## config.mk

```make
export PLATFORM = sky130hd
export DESIGN_NAME = button_press_ctrl
export DESIGN_NICKNAME = d
export VERILOG_FILES = /design/src/rtl/btn_pkg.sv /design/src/rtl/button_press_ctrl_press_timer.sv /design/src/rtl/button_press_ctrl.sv
export SDC_FILE = /design/constraint.sdc
export NUM_CORES = 1
export LEC_CHECK = 0
export CORE_ASPECT_RATIO = 1.1
export CORE_MARGIN = 5
export CORE_UTILIZATION = 62
export CTS_CLUSTER_SIZE = 40
export DETAILED_ROUTE_END_ITERATION = 10
export PLACE_DENSITY_LB_ADDON = 0.08
export SLEW_MARGIN = 20
export SYNTH_ARGS = -nofsm -noshare
export SYNTH_HDL_FRONTEND = slang
export SYNTH_SLANG_ARGS = --single-unit
```

## constraint.sdc

```tcl
create_clock -name clk -period 3.1 [get_ports clk]
set_clock_uncertainty 0.05 [all_clocks]
set_input_delay 0.93 -clock clk [delete_from_list [all_inputs] [get_ports clk]]
set_output_delay 0.93 -clock clk [all_outputs]
set_load 0.01 [all_outputs]
```

## src/rtl/btn_pkg.sv

```systemverilog
// Shared definitions for the push-button front end: FSM state encoding and
// the helper that turns nanosecond timing parameters into clock cycles.
package btn_pkg;

  typedef enum logic [2:0] {
    IDLE        = 3'd0,
    DEB_PRESS   = 3'd1,
    PRESSED     = 3'd2,
    LONG_HELD   = 3'd3,
    DEB_RELEASE = 3'd4
  } btn_state_t;

  function automatic int ns_to_cycles(input int ns, input int clk_ns);
    return ns / clk_ns;
  endfunction

endpackage

```

## src/rtl/button_press_ctrl_press_timer.sv

```systemverilog
// Loadable down-counter used for the debounce, long-press and repeat timing.
// A load puts MAX_COUNT-1 into the counter; it then counts down while enabled
// and parks at zero, which is what "done" reports.
module press_timer #(
  parameter int MAX_COUNT     = 2,
  parameter int CLK_PERIOD_ns = 20
) (
  input  logic clk,
  input  logic reset_sync,
  input  logic load,
  input  logic enable,
  output logic done
);

  localparam int CNT_W = $clog2(MAX_COUNT + 1);
  localparam logic [CNT_W-1:0] LOAD_VAL = CNT_W'(MAX_COUNT - 1);

  logic [CNT_W-1:0] count;

  if (MAX_COUNT < 2) begin : g_bad_count
    $error("press_timer: MAX_COUNT must be at least 2");
  end

  if (CLK_PERIOD_ns <= 0) begin : g_bad_clk
    $error("press_timer: CLK_PERIOD_ns must be positive");
  end

  // Reload on reset or load, otherwise count down and hold at zero
  always_ff @(posedge clk) begin
    if (reset_sync) begin
      count <= LOAD_VAL;
    end else if (load) begin
      count <= LOAD_VAL;
    end else if (enable && (count != '0)) begin
      count <= count - 1'b1;
    end
  end

  assign done = (count == '0);

endmodule

```

## src/rtl/button_press_ctrl.sv

```systemverilog
// Single push-button front end: synchronises the raw pin, debounces press and
// release, and classifies presses into short / long / auto-repeat events that
// are delivered as one-cycle registered pulses.
module button_press_ctrl
  import btn_pkg::*;
#(
  parameter int CLK_PERIOD_ns  = 20,
  parameter int DEBOUNCE_ns    = 10_000_000,
  parameter int LONG_PRESS_ns  = 1_000_000_000,
  parameter int REPEAT_ns      = 200_000_000,
  parameter bit REPEAT_EN      = 1'b1,
  parameter bit BTN_ACTIVE_LOW = 1'b1
) (
  input  logic clk,
  input  logic reset_sync,
  input  logic btn_in,
  input  logic enable,
  output logic btn_held,
  output logic short_press,
  output logic long_press,
  output logic repeat_pulse,
  output logic busy
);

  localparam int DEB_CYC  = ns_to_cycles(DEBOUNCE_ns, CLK_PERIOD_ns);
  localparam int LONG_CYC = ns_to_cycles(LONG_PRESS_ns, CLK_PERIOD_ns);
  localparam int REP_CYC  = ns_to_cycles(REPEAT_ns, CLK_PERIOD_ns);
  localparam logic RELEASED_LVL = BTN_ACTIVE_LOW ? 1'b1 : 1'b0;

  if (((DEBOUNCE_ns % CLK_PERIOD_ns) != 0) || (DEB_CYC < 2)) begin : g_bad_deb
    $error("button_press_ctrl: DEBOUNCE_ns must be a multiple of CLK_PERIOD_ns giving >= 2 cycles");
  end
  if (((LONG_PRESS_ns % CLK_PERIOD_ns) != 0) || (LONG_CYC < 2)) begin : g_bad_long
    $error("button_press_ctrl: LONG_PRESS_ns must be a multiple of CLK_PERIOD_ns giving >= 2 cycles");
  end
  if (((REPEAT_ns % CLK_PERIOD_ns) != 0) || (REP_CYC < 2)) begin : g_bad_rep
    $error("button_press_ctrl: REPEAT_ns must be a multiple of CLK_PERIOD_ns giving >= 2 cycles");
  end

  logic       sync1, sync2, btn_s;
  btn_state_t state, state_n;
  logic       was_long, was_long_n;
  logic       deb_load, long_load, rep_load;
  logic       deb_done, long_done, rep_done;
  logic       short_n, long_n, rep_n;

  // Two-flop synchroniser; parked at the released level while reset or disabled
  always_ff @(posedge clk) begin
    if (reset_sync || !enable) begin
      sync1 <= RELEASED_LVL;
      sync2 <= RELEASED_LVL;
    end else begin
      sync1 <= btn_in;
      sync2 <= sync1;
    end
  end

  assign btn_s = BTN_ACTIVE_LOW ? ~sync2 : sync2;

  press_timer #(.MAX_COUNT(DEB_CYC), .CLK_PERIOD_ns(CLK_PERIOD_ns)) u_deb_timer (
    .clk(clk), .reset_sync(reset_sync), .load(deb_load), .enable(enable), .done(deb_done)
  );

  press_timer #(.MAX_COUNT(LONG_CYC), .CLK_PERIOD_ns(CLK_PERIOD_ns)) u_long_timer (
    .clk(clk), .reset_sync(reset_sync), .load(long_load), .enable(enable), .done(long_done)
  );

  press_timer #(.MAX_COUNT(REP_CYC), .CLK_PERIOD_ns(CLK_PERIOD_ns)) u_rep_timer (
    .clk(clk), .reset_sync(reset_sync), .load(rep_load), .enable(enable), .done(rep_done)
  );

  // Next-state, timer loads and event pulses; release bounce never reloads long/repeat timing
  always_comb begin
    state_n    = state;
    was_long_n = was_long;
    deb_load   = 1'b0;
    long_load  = 1'b0;
    rep_load   = 1'b0;
    short_n    = 1'b0;
    long_n     = 1'b0;
    rep_n      = 1'b0;
    if (!enable) begin
      state_n    = IDLE;
      was_long_n = 1'b0;
      deb_load   = 1'b1;
      long_load  = 1'b1;
      rep_load   = 1'b1;
    end else begin
      case (state)
        IDLE: begin
          if (btn_s) begin
            state_n  = DEB_PRESS;
            deb_load = 1'b1;
          end
        end
        DEB_PRESS: begin
          if (!btn_s) begin
            state_n = IDLE;
          end else if (deb_done) begin
            state_n   = PRESSED;
            long_load = 1'b1;
          end
        end
        PRESSED: begin
          if (long_done) begin
            state_n  = LONG_HELD;
            long_n   = 1'b1;
            rep_load = 1'b1;
          end else if (!btn_s) begin
            state_n    = DEB_RELEASE;
            was_long_n = 1'b0;
            deb_load   = 1'b1;
          end
        end
        LONG_HELD: begin
          if (!btn_s) begin
            state_n    = DEB_RELEASE;
            was_long_n = 1'b1;
            deb_load   = 1'b1;
          end else if (rep_done) begin
            rep_load = 1'b1;
            rep_n    = REPEAT_EN;
          end
        end
        DEB_RELEASE: begin
          if (btn_s) begin
            state_n = was_long ? LONG_HELD : PRESSED;
          end else if (deb_done) begin
            state_n = IDLE;
            short_n = ~was_long;
          end
        end
        default: begin
          state_n = IDLE;
        end
      endcase
    end
  end

  // State register and registered outputs derived from the upcoming state
  always_ff @(posedge clk) begin
    if (reset_sync) begin
      state        <= IDLE;
      was_long     <= 1'b0;
      btn_held     <= 1'b0;
      short_press  <= 1'b0;
      long_press   <= 1'b0;
      repeat_pulse <= 1'b0;
      busy         <= 1'b0;
    end else begin
      state        <= state_n;
      was_long     <= was_long_n;
      btn_held     <= (state_n == PRESSED) || (state_n == LONG_HELD) || (state_n == DEB_RELEASE);
      short_press  <= short_n;
      long_press   <= long_n;
      repeat_pulse <= rep_n;
      busy         <= (state_n != IDLE);
    end
  end

endmodule

```

After elaboration in Yosys (flattened, before gate mapping)
Index checks and enable logic that the tools add are counted.
{ "totals": {"elab_cells": 84, "reg_bits": 80} }
{ "classes": {"muxes": 28, "n_bitwise": 7, "addsub": 3, "n_reduce_logical": 24, "eq_ne": 10} }
{ "ops": {"columns": ["operator", "count"], "rows": [
  ["26-bit logical NOT", 1],
  ["26-bit nonzero test", 1],
  ["26-bit by 1-bit subtractor with 26-bit output, second input constant", 1],
  ["24-bit logical NOT", 1],
  ["3-bit two-way mux", 8],
  ["24-bit nonzero test", 1],
  ["24-bit by 1-bit subtractor with 24-bit output, second input constant", 1],
  ["19-bit logical NOT", 1],
  ["19-bit nonzero test", 1],
  ["19-bit by 1-bit subtractor with 19-bit output, second input constant", 1],
  ["1-bit two-way mux", 16],
  ["3-bit one-hot mux with 5 select lines", 1],
  ["3-bit by 2-bit equality test with 1-bit output, second input constant", 4],
  ["2-bit OR reduction", 4],
  ["1-bit NOT", 7],
  ["3-bit equality test, second input constant", 2],
  ["2-bit != test, second input constant", 3],
  ["3-bit OR reduction", 2],
  ["5-bit OR reduction", 1],
  ["1-bit one-hot mux with 2 select lines", 2],
  ["4-bit AND reduction", 1],
  ["3-bit by 1-bit equality test with 1-bit output, second input constant", 1],
  ["1-bit logical AND", 3],
  ["3-bit logical NOT", 1],
  ["other kinds (5)", 7]
]} }

Depth between registers and ports, before layout
Gate-level depths: netlist (run 1).
{ "logic_depth": {"word_depth": 8, "depth_mapped": 9, "ltp_nobuf": 7} }

Hierarchy
From an unflattened synthesis (run 1), not the netlist that was laid out.
{ "unflattened": {"hier_cells": 494, "area_unflattened_um2": 4247.8} }
{ "modules_own_cells": {"columns": ["mod", "area_per_inst_um2", "cells_per_inst", "n_inst"], "rows": [
  ["press_timer at u_long_timer", 1483.9, 175, 1],
  ["press_timer at u_rep_timer", 1224.9, 141, 1],
  ["press_timer at u_deb_timer", 1003.5, 116, 1],
  ["button_press_ctrl", 535.5, 62, 1]
]} }

Worst setup path before layout (run 1)
No wires, ideal clock.
{ "synth_timing": {"path_kind": "register to register", "startpoint": "register u_long_timer.count[2]", "endpoint": "register u_long_timer.count[16]", "arrival_time_ns": 2.517, "required_ns": 2.978, "period_less_slack_ns": 2.639, "n_path_buf": 2, "stages_incl_launch_ff": 8, "setup_time_ns": 0.072, "path_slack_ns": 0.461, "cell_sequence": "dfxtp_1 > or4_1 > buf_2 > or4_1 > buf_2 > or4_4 > or3_1 > a21oi_1"} }
{ "synth_via": {"elab_chain_cells": 2, "word_cells_on_any_way": 3, "classes_between": "add/sub: 1; reduce/logical: 2"} }
{ "synth_rtl": {"columns": ["item", "line_no", "rtl"], "rows": [
  ["start, declared", "button_press_ctrl_press_timer.sv:18", "logic [CNT_W-1:0] count;"],
  ["start signal, assigned", "button_press_ctrl_press_timer.sv:35", "count <= count - 1'b1;"],
  ["parallel branches: the longest is 2 deep, another holds 26-bit by 1-bit subtractor with 26-bit output", null, null]
]} }
Several ways; the timed one is not identified.
A chain may end at the register's enable or synchronous reset.

Worst setup path after layout (run 1)
{ "layout_timing": {"startpoint": "input port enable", "endpoint": "register u_long_timer.count[7]"} }
{ "layout_via": {"elab_chain_cells": 2, "word_cells_on_any_way": 3, "classes_between": "mux: 1; reduce/logical: 2"} }
{ "layout_rtl": {"columns": ["item", "line_no", "rtl"], "rows": [
  ["start, declared", "button_press_ctrl.sv:17", "input logic enable,"],
  ["1-bit two-way mux", "button_press_ctrl.sv:82", "if (!enable) begin"],
  ["2-bit OR reduction (no line)", null, null]
]} }
Parallel ways exist; a longest one is shown, timed or not.

==> results of run 1 <==
==> synth_stat cells (3+ instances only) <==
| master | count |
|---|---|
| nand3_1 | 42 |
| and4_1 | 4 |
| nand2b_1 | 6 |
| nor2_1 | 30 |
| nor2b_1 | 4 |
| nand2_1 | 36 |
| nand4_1 | 17 |
| ha_1 | 5 |
| dfxtp_1 | 80 |
| xor2_1 | 18 |
| or3b_2 | 3 |
| nor3_1 | 23 |
| a21oi_1 | 13 |
| nor4_1 | 18 |
| or2_2 | 6 |
| a211oi_1 | 10 |
| o31ai_1 | 12 |
| inv_1 | 10 |
| clkbuf_1 | 22 |
| xnor2_1 | 17 |
| and2_1 | 4 |
| o21ai_0 | 23 |
| or3_1 | 20 |
| o211ai_1 | 7 |
| a31oi_1 | 4 |
| or4_1 | 10 |
==> logic make-up (layout without fill, tap and decap cells) <==
logic type	after synthesis	count (layout)	synth area share, %
xor gates and xnor gates	35	35	7.73
and+or+nand+nor	234	234	32.0
AOI/OAI and AO/OA	86	86	14.1
muxes	3	3	0.788
adders and majority gates	5	5	1.58
buffers and inverters	35	64	3.37
DFF	80	80	40.4
==> per-stage QoR <==
stage	std cells	utilization (%)	setup WS (ns)	hold slack (ns)
finish	587	71.7	0.351	0.363
global route	587	71.7	0.274	0.382
CTS	587	71.7	0.371	0.362
detailed placement	571	69.1	0.00280	0.345
global placement	571	69.1	0.0264	0.348
floorplan	478	-	0.461	0.336
==> cell type report <==
cell class	instances	area, um^2
Fill cell	485	1750
Timing Repair Buffer	38	305
Clock buffer	13	139
Inverter	10	37.5
Tap cell	80	100
Multi-Input combinational cell	363	2240
Clock inverter	3	18.8
Sequential cell	80	1600
==> flip-flops by register name, summed over array words and instances (netlist names), 3 cells and up <==
register / flops
u_long_timer.count: 26
u_rep_timer.count: 24
u_deb_timer.count: 19
state: 3
==> power groups by stage <==
stage	Sequential, W	Combinational [W]	Clock, W
floorplan	0.00106	0.0000341	0
global placement	0.00106	0.0000539	0
detailed placement	0.00106	0.0000553	0
CTS	0.00103	0.0000556	0.000659
global route	0.00103	0.0000609	0.000717
finish	0.00103	0.0000555	0.000643
==> metal layers <==
layer  track usage (%)  wire (um)
met4              9.74        169
met2              37.1       4160
met3              5.18        425
met5                 0          0
met1              31.0       4100
==> worst max-delay path by stage <==
stage / from / cells past startpoint / endpoint / slack [ns]
3_5_place_dp: enable / 6 / u_long_timer.count[7] / 0.003
2_1_floorplan: u_long_timer.count[2] / 7 / u_long_timer.count[16] / 0.46
3_3_place_gp: enable / 6 / u_long_timer.count[7] / 0.03
6_report: enable / 6 / u_long_timer.count[7] / 0.35
4_1_cts: enable / 6 / u_long_timer.count[7] / 0.37
5_1_grt: enable / 7 / u_deb_timer.count[5] / 0.27
==> cell usage in the layout, fill, tap and decap left out, types with 3 or more instances in the layout <==
master and n:
dfxtp_1 80, nand3_1 42, nand2_1 36, nor2_1 30, buf_4 30, o21ai_0 23
nor3_1 22, or3_1 20, nor4_1 18, xor2_1 18, nand4_1 17, xnor2_1 17
a21oi_1 13, o31ai_1 12, inv_1 10, or4_1 10, a211oi_1 10, clkbuf_8 9
clkdlybuf4s50_1 8, o211ai_1 7, nand2b_1 6, or2_2 6, ha_1 5, and4_1 4
nor2b_1 4, and2_1 4, a31oi_1 4, clkbuf_1 4, or3b_2 3
==> impl_results.md, run 1 <==
* Status: completed
* Post-CTS setup buffers at 0
* Placed wire-length estimate at 6.40 mm
* Peak supply drop at 257 uV
* Max frequency at approximately 360 MHz
* Reg2Reg Launch Point: u_long_timer.count[0]
* Post-synthesis sequential area ratio at 40.4%
* Site Rows at 30
* Final #Nets at 511
* Chip Width at 86.3 um
* Total power at between 0.0015 and 0.002 W
* Global Route Usage Sum at 23.5%
* RSZ-0062 raised after global routing: false
* Diodes inserted at 0
* Initial Utilization at 64.1%
* Hold buffer count at CTS at 0
* Clock buffer depth at 2
* Slew Viols, Final at 0
* Comb pwr share at 3.2%
* Layout area overhead at 11.9%
* Syn Inst Count at around 480
* WP data required at 3.33 ns
* Total length of routed wires at 8.85 mm
* P_int at 0.00134 W
* R2R cell count at 8
* H-tree depth at 3
* Drt initial violations at 274
* First-pass GRT wire length at roughly 15 mm
* Net switching power figure at 0.000389 W
* Buf/Inv on CP at 2
* Slew at the pin closest to its max-slew limit at ~0.65 ns
* Post-DP Area at 4280 um^2
* Max-slew headroom at 56.6%
* Post-route cell area at roughly 4400 um^2
* Hold Path Class: reg -> reg
* Crit path arrival time at 2.98 ns
* Vias per Instance at 6.26
* Total iterations of the first detailed-routing run at 6
* Reg-to-reg setup timing slack at around 0.50 ns
* Yosys top cell area share at about 40%
* Synth unique cells at 50
* Die ar. at 8100 um^2
* CP max stage cell: clkdlybuf4s50_1
* TritonCTS buffer count at 9
* Vias in the first global route at 3447
* Final setup TNS at 0 ns
* Sequential share of power at 59.7%
* Pleak at 1.41 nW
* Synth Register Bits at 80
* Synth async-reset ratio at 0%
* Post-synth EDFFs at 0
* Ports at 9
* CTS clk-pin slew, worst paths at 0.07 ns
* Post-layout minimum cycle time at 2.75 ns
* Worst Hold End: sync2
* YS warnings at 0
* Switching Fraction at between 20% and 30%
* Vias post-DR at 3675
* Critical path class: in -> reg
* Final hold vios at 0
* Post-synth net total at 487
* Post-cts repair resize count at 0
* Post-route DRC at 0
* Mapped Avg Cell Area at 8.30 um^2
* Antenna violations before repair at 0
* Crit path launch type: input pin
* Crit path max fanout at 5
* Hold Startpoint: sync1
* Clock Latency Late Sink at approximately 0.35 ns
* Final worst path period share at 88.7%
* Largest delay share family, worst path: simple AND/OR/NAND/NOR gates
* Power per cell area at 390 nW/um^2
* Clock root cell: clkbuf_8
* Most used DFF post-synth: dfxtp_1
* Routed Antenna Nets at 0
* WL per Instance at between 15 and 20 um
* Maxcap violations at 0
* TritonCTS clock tree: built
* Largest net degree at the start of global routing at 19
* Largest cells by area after synthesis: dfxtp_1, nand3_1, xor2_1
* Die Ht at 93.9 um
* Synth area leader: dfxtp_1
* Layout cells sized above 1 at between 10% and 20%
* Setup violators final at 0
* CP cell instances: clkdlybuf4s50_1 -> buf_4 -> or3b_2 -> or3_2 -> or3_1 -> a21oi_1
* Total grt overflow at 0
* Core area at 6190 um^2
* CP max stage delay at 0.54 ns
* CTS Sinks at 80
* R2r endpoint: u_long_timer.count[2]
* CP Capture Type: flop
* Hold Path Depth at 1
* GP Congestion at roughly 0.91
* Share of total power in the clock network at roughly 37%
* Port buffer count at 8
* Syn Std Cell Area at roughly 4000 um^2
No activity file was read; power rests on OpenSTA's default activity.
==> inputs of run 2 (changes only) <==
- CORE_UTILIZATION: 62 -> 66
- clock period: 3.1 -> 3.5 ns (I/O delays scaled with it)
==> run 2 against run 1 <==
- design area down 0.70%
- count of clock-buffer cells in the layout down 2
- final cell count down 2.9%
- hold slack better by 0.0057 ns
- critical path type unchanged
- highest routed layer unchanged
- worst setup slack better by 0.25 ns
- routed wire length up 0.82%
==> impl_results.md, run 2 (synthesis results as in run 1) <==
* Hold Path Class: reg -> reg
* RSZ-0062 raised after global routing: false
* Total grt overflow at 0 (unchanged)
* Vias post-DR at 3659 (-0.44%)
* WL per Instance at 15.7 um (+3.8%)
* Core area at 5810 um^2 (-6.3%)
* Crit path arrival time at 3.13 ns (+0.15 ns)
* Final Non-Filler Cells at 570 (-2.9%)
* Clock buffer depth at 2 (unchanged)
* Slew Viols, Final at 0 (unchanged)
* CTS clk-pin slew, worst paths at 0.08 ns (about the same)
* Total iterations of the first detailed-routing run at 5 (-1)
* Number of flip-flops in the largest register at 26 (unchanged)
* Post-route DRC at 0 (unchanged)
* Port buffer count at 8 (unchanged)
* Critical path class: in -> reg
* Vias per Instance at 6.42 (+2.5%)
* Setup violators final at 0 (unchanged)
* Power per cell area at 395 nW/um^2 (+1.1%)
* Die Ht at 91.3 um (-2.7%)
* Clock root cell: clkbuf_8
* Placed wire-length estimate at 6.24 mm (-2.5%)
* Largest Register: u_long_timer.count
* Site Rows at 29 (-3.3%)
* Peak supply drop at 261 uV (+1.5%)
* FILL cells at 435 (-10%)
* H-tree depth at 3 (unchanged)
* Routed Antenna Nets at 0 (unchanged)
* Placed cell count at 554 (-3.0%)
* Layout area overhead at 11.1%
* Commonest non-fill, non-tap cells in the layout: dfxtp_1, nand3_1, nand2_1
* Slew at the pin closest to its max-slew limit at 0.782 ns (+0.136 ns)
* Post-cts repair resize count at 0 (unchanged)
* Chip Width at 83.9 um (-2.7%)
* Vias in the first global route at 3421 (-0.75%)
* Final #Nets at 497 (-2.7%)
* Die ar. at 7660 um^2 (-5.4%)
* Initial Utilization at 68.3% (+4.3 points)
* Final hold vios at 0 (unchanged)
* Max frequency at 345 MHz
* TritonCTS buffer count at 9 (unchanged)
* Status: completed
* Post-layout minimum cycle time at 2.90 ns
* Antenna violations before repair at 0 (unchanged)
* Max-slew headroom at 47.4% (-9.2 points)
* Crit path launch type: input pin
* GP Congestion at 0.865 (-4.8%)
* Diodes inserted at 0 (unchanged)
* Final setup TNS at 0 ns (unchanged)
* Layout cells sized above 1 at 10.1% (-1.5 points)
* Top Registers: u_long_timer.count x26, u_rep_timer.count x24, u_deb_timer.count x19
* Crit path max fanout at 7 (+2)
* First-pass GRT wire length at 15.8 mm (+2.9%)
* Global Route Usage Sum at 24.9% (+1.4 points)
* CTS Sinks at 80 (unchanged)
* Clock Latency Late Sink at 0.36 ns (about the same)
* Commonest non-fill, non-tap cell in the layout: dfxtp_1
* Ports at 9 (unchanged)
* Final core utilization at 75.9% (+4.2 points)
* Pleak at 1.38 nW (-2.0%)
* WP data required at 3.74 ns (+0.41 ns)
* Largest net degree at the start of global routing at 24 (+5)
* Post-CTS setup buffers at 0 (unchanged)
* TritonCTS clock tree: built
* Reg-to-reg setup timing slack at 0.67 ns (+0.17 ns)
* CP Capture Type: flop
* Drt initial violations at 323 (+18%)
* Total length of routed wires at 8.93 mm (+0.82%)
* Maxcap violations at 0 (unchanged)
* Hold buffer count at CTS at 0 (unchanged)
* Final worst path period share at 82.8%
-- run 2: cell types whose count changed in the layout (fill, tap and decap cells not counted) --
cell	previous run	this run
o31ai_1	12	11
bufinv_16	0	2
o31ai_2	0	1
buf_4	30	16
clkbuf_1	4	0
clkbuf_8	9	11
-- run 2: path summary, 6_finish.rpt --
check	startpoint	end	depth (start not counted)
hold reg to reg	sync1	sync2	1
hold / removal	sync1	sync2	1
setup reg to reg	u_long_timer.count[2]	u_long_timer.count[16]	5
setup / recovery	enable	u_long_timer.count[7]	5
-- run 2: routing by layer --
| metal | vias up | GRT usage, % | share of wire, % |
|---|---|---|---|
| met4 | 0 | 10.5 | 1.7 |
| met1 | 1725 | 33.8 | 46 |
| met3 | 11 | 4.52 | 5.8 |
| li1 | 1808 | - | - |
| met2 | 115 | 39.2 | 47 |
| met5 | - | 0 | 0 |
-- run 2: critical path: stages --
cell and delay, ns:
clkdlybuf4s50_1 0.60, or3b_2 0.57, or3_2 0.45, or3_1 0.31, a21oi_1 0.14
-- run 2: stage by stage --
stage | worst slack, ns | instance area (um^2) | total power (W) | hold slack (ns)
after CTS | 0.629 | 4400 | 0.00175 | 0.371
after global routing | 0.513 | 4410 | 0.00180 | 0.410
after floorplan | 0.861 | 3970 | 0.000967 | 0.336
after detailed placement | 0.249 | 4170 | 0.000985 | 0.354
after global placement | 0.263 | 4170 | 0.000984 | 0.343
final | 0.602 | 4410 | 0.00174 | 0.368
-- run 2: cell type report --
type                            count  area (um^2)  area share (%)
Clock inverter                      5         78.8            1.79
Tap cell                           77         96.3            2.19
Timing Repair Buffer               24          200            4.54
Clock buffer                       11          151            3.43
Inverter                           10         37.5           0.852
Sequential cell                    80         1600            36.3
Multi-Input combinational cell    363         2240            50.9
-- run 2: power by group --
group	switching, W	internal, W
clock	0.000336	0.000439
sequential	0.00000268	0.000913
combinational	0.0000306	0.0000181
total	0.000369	0.00137
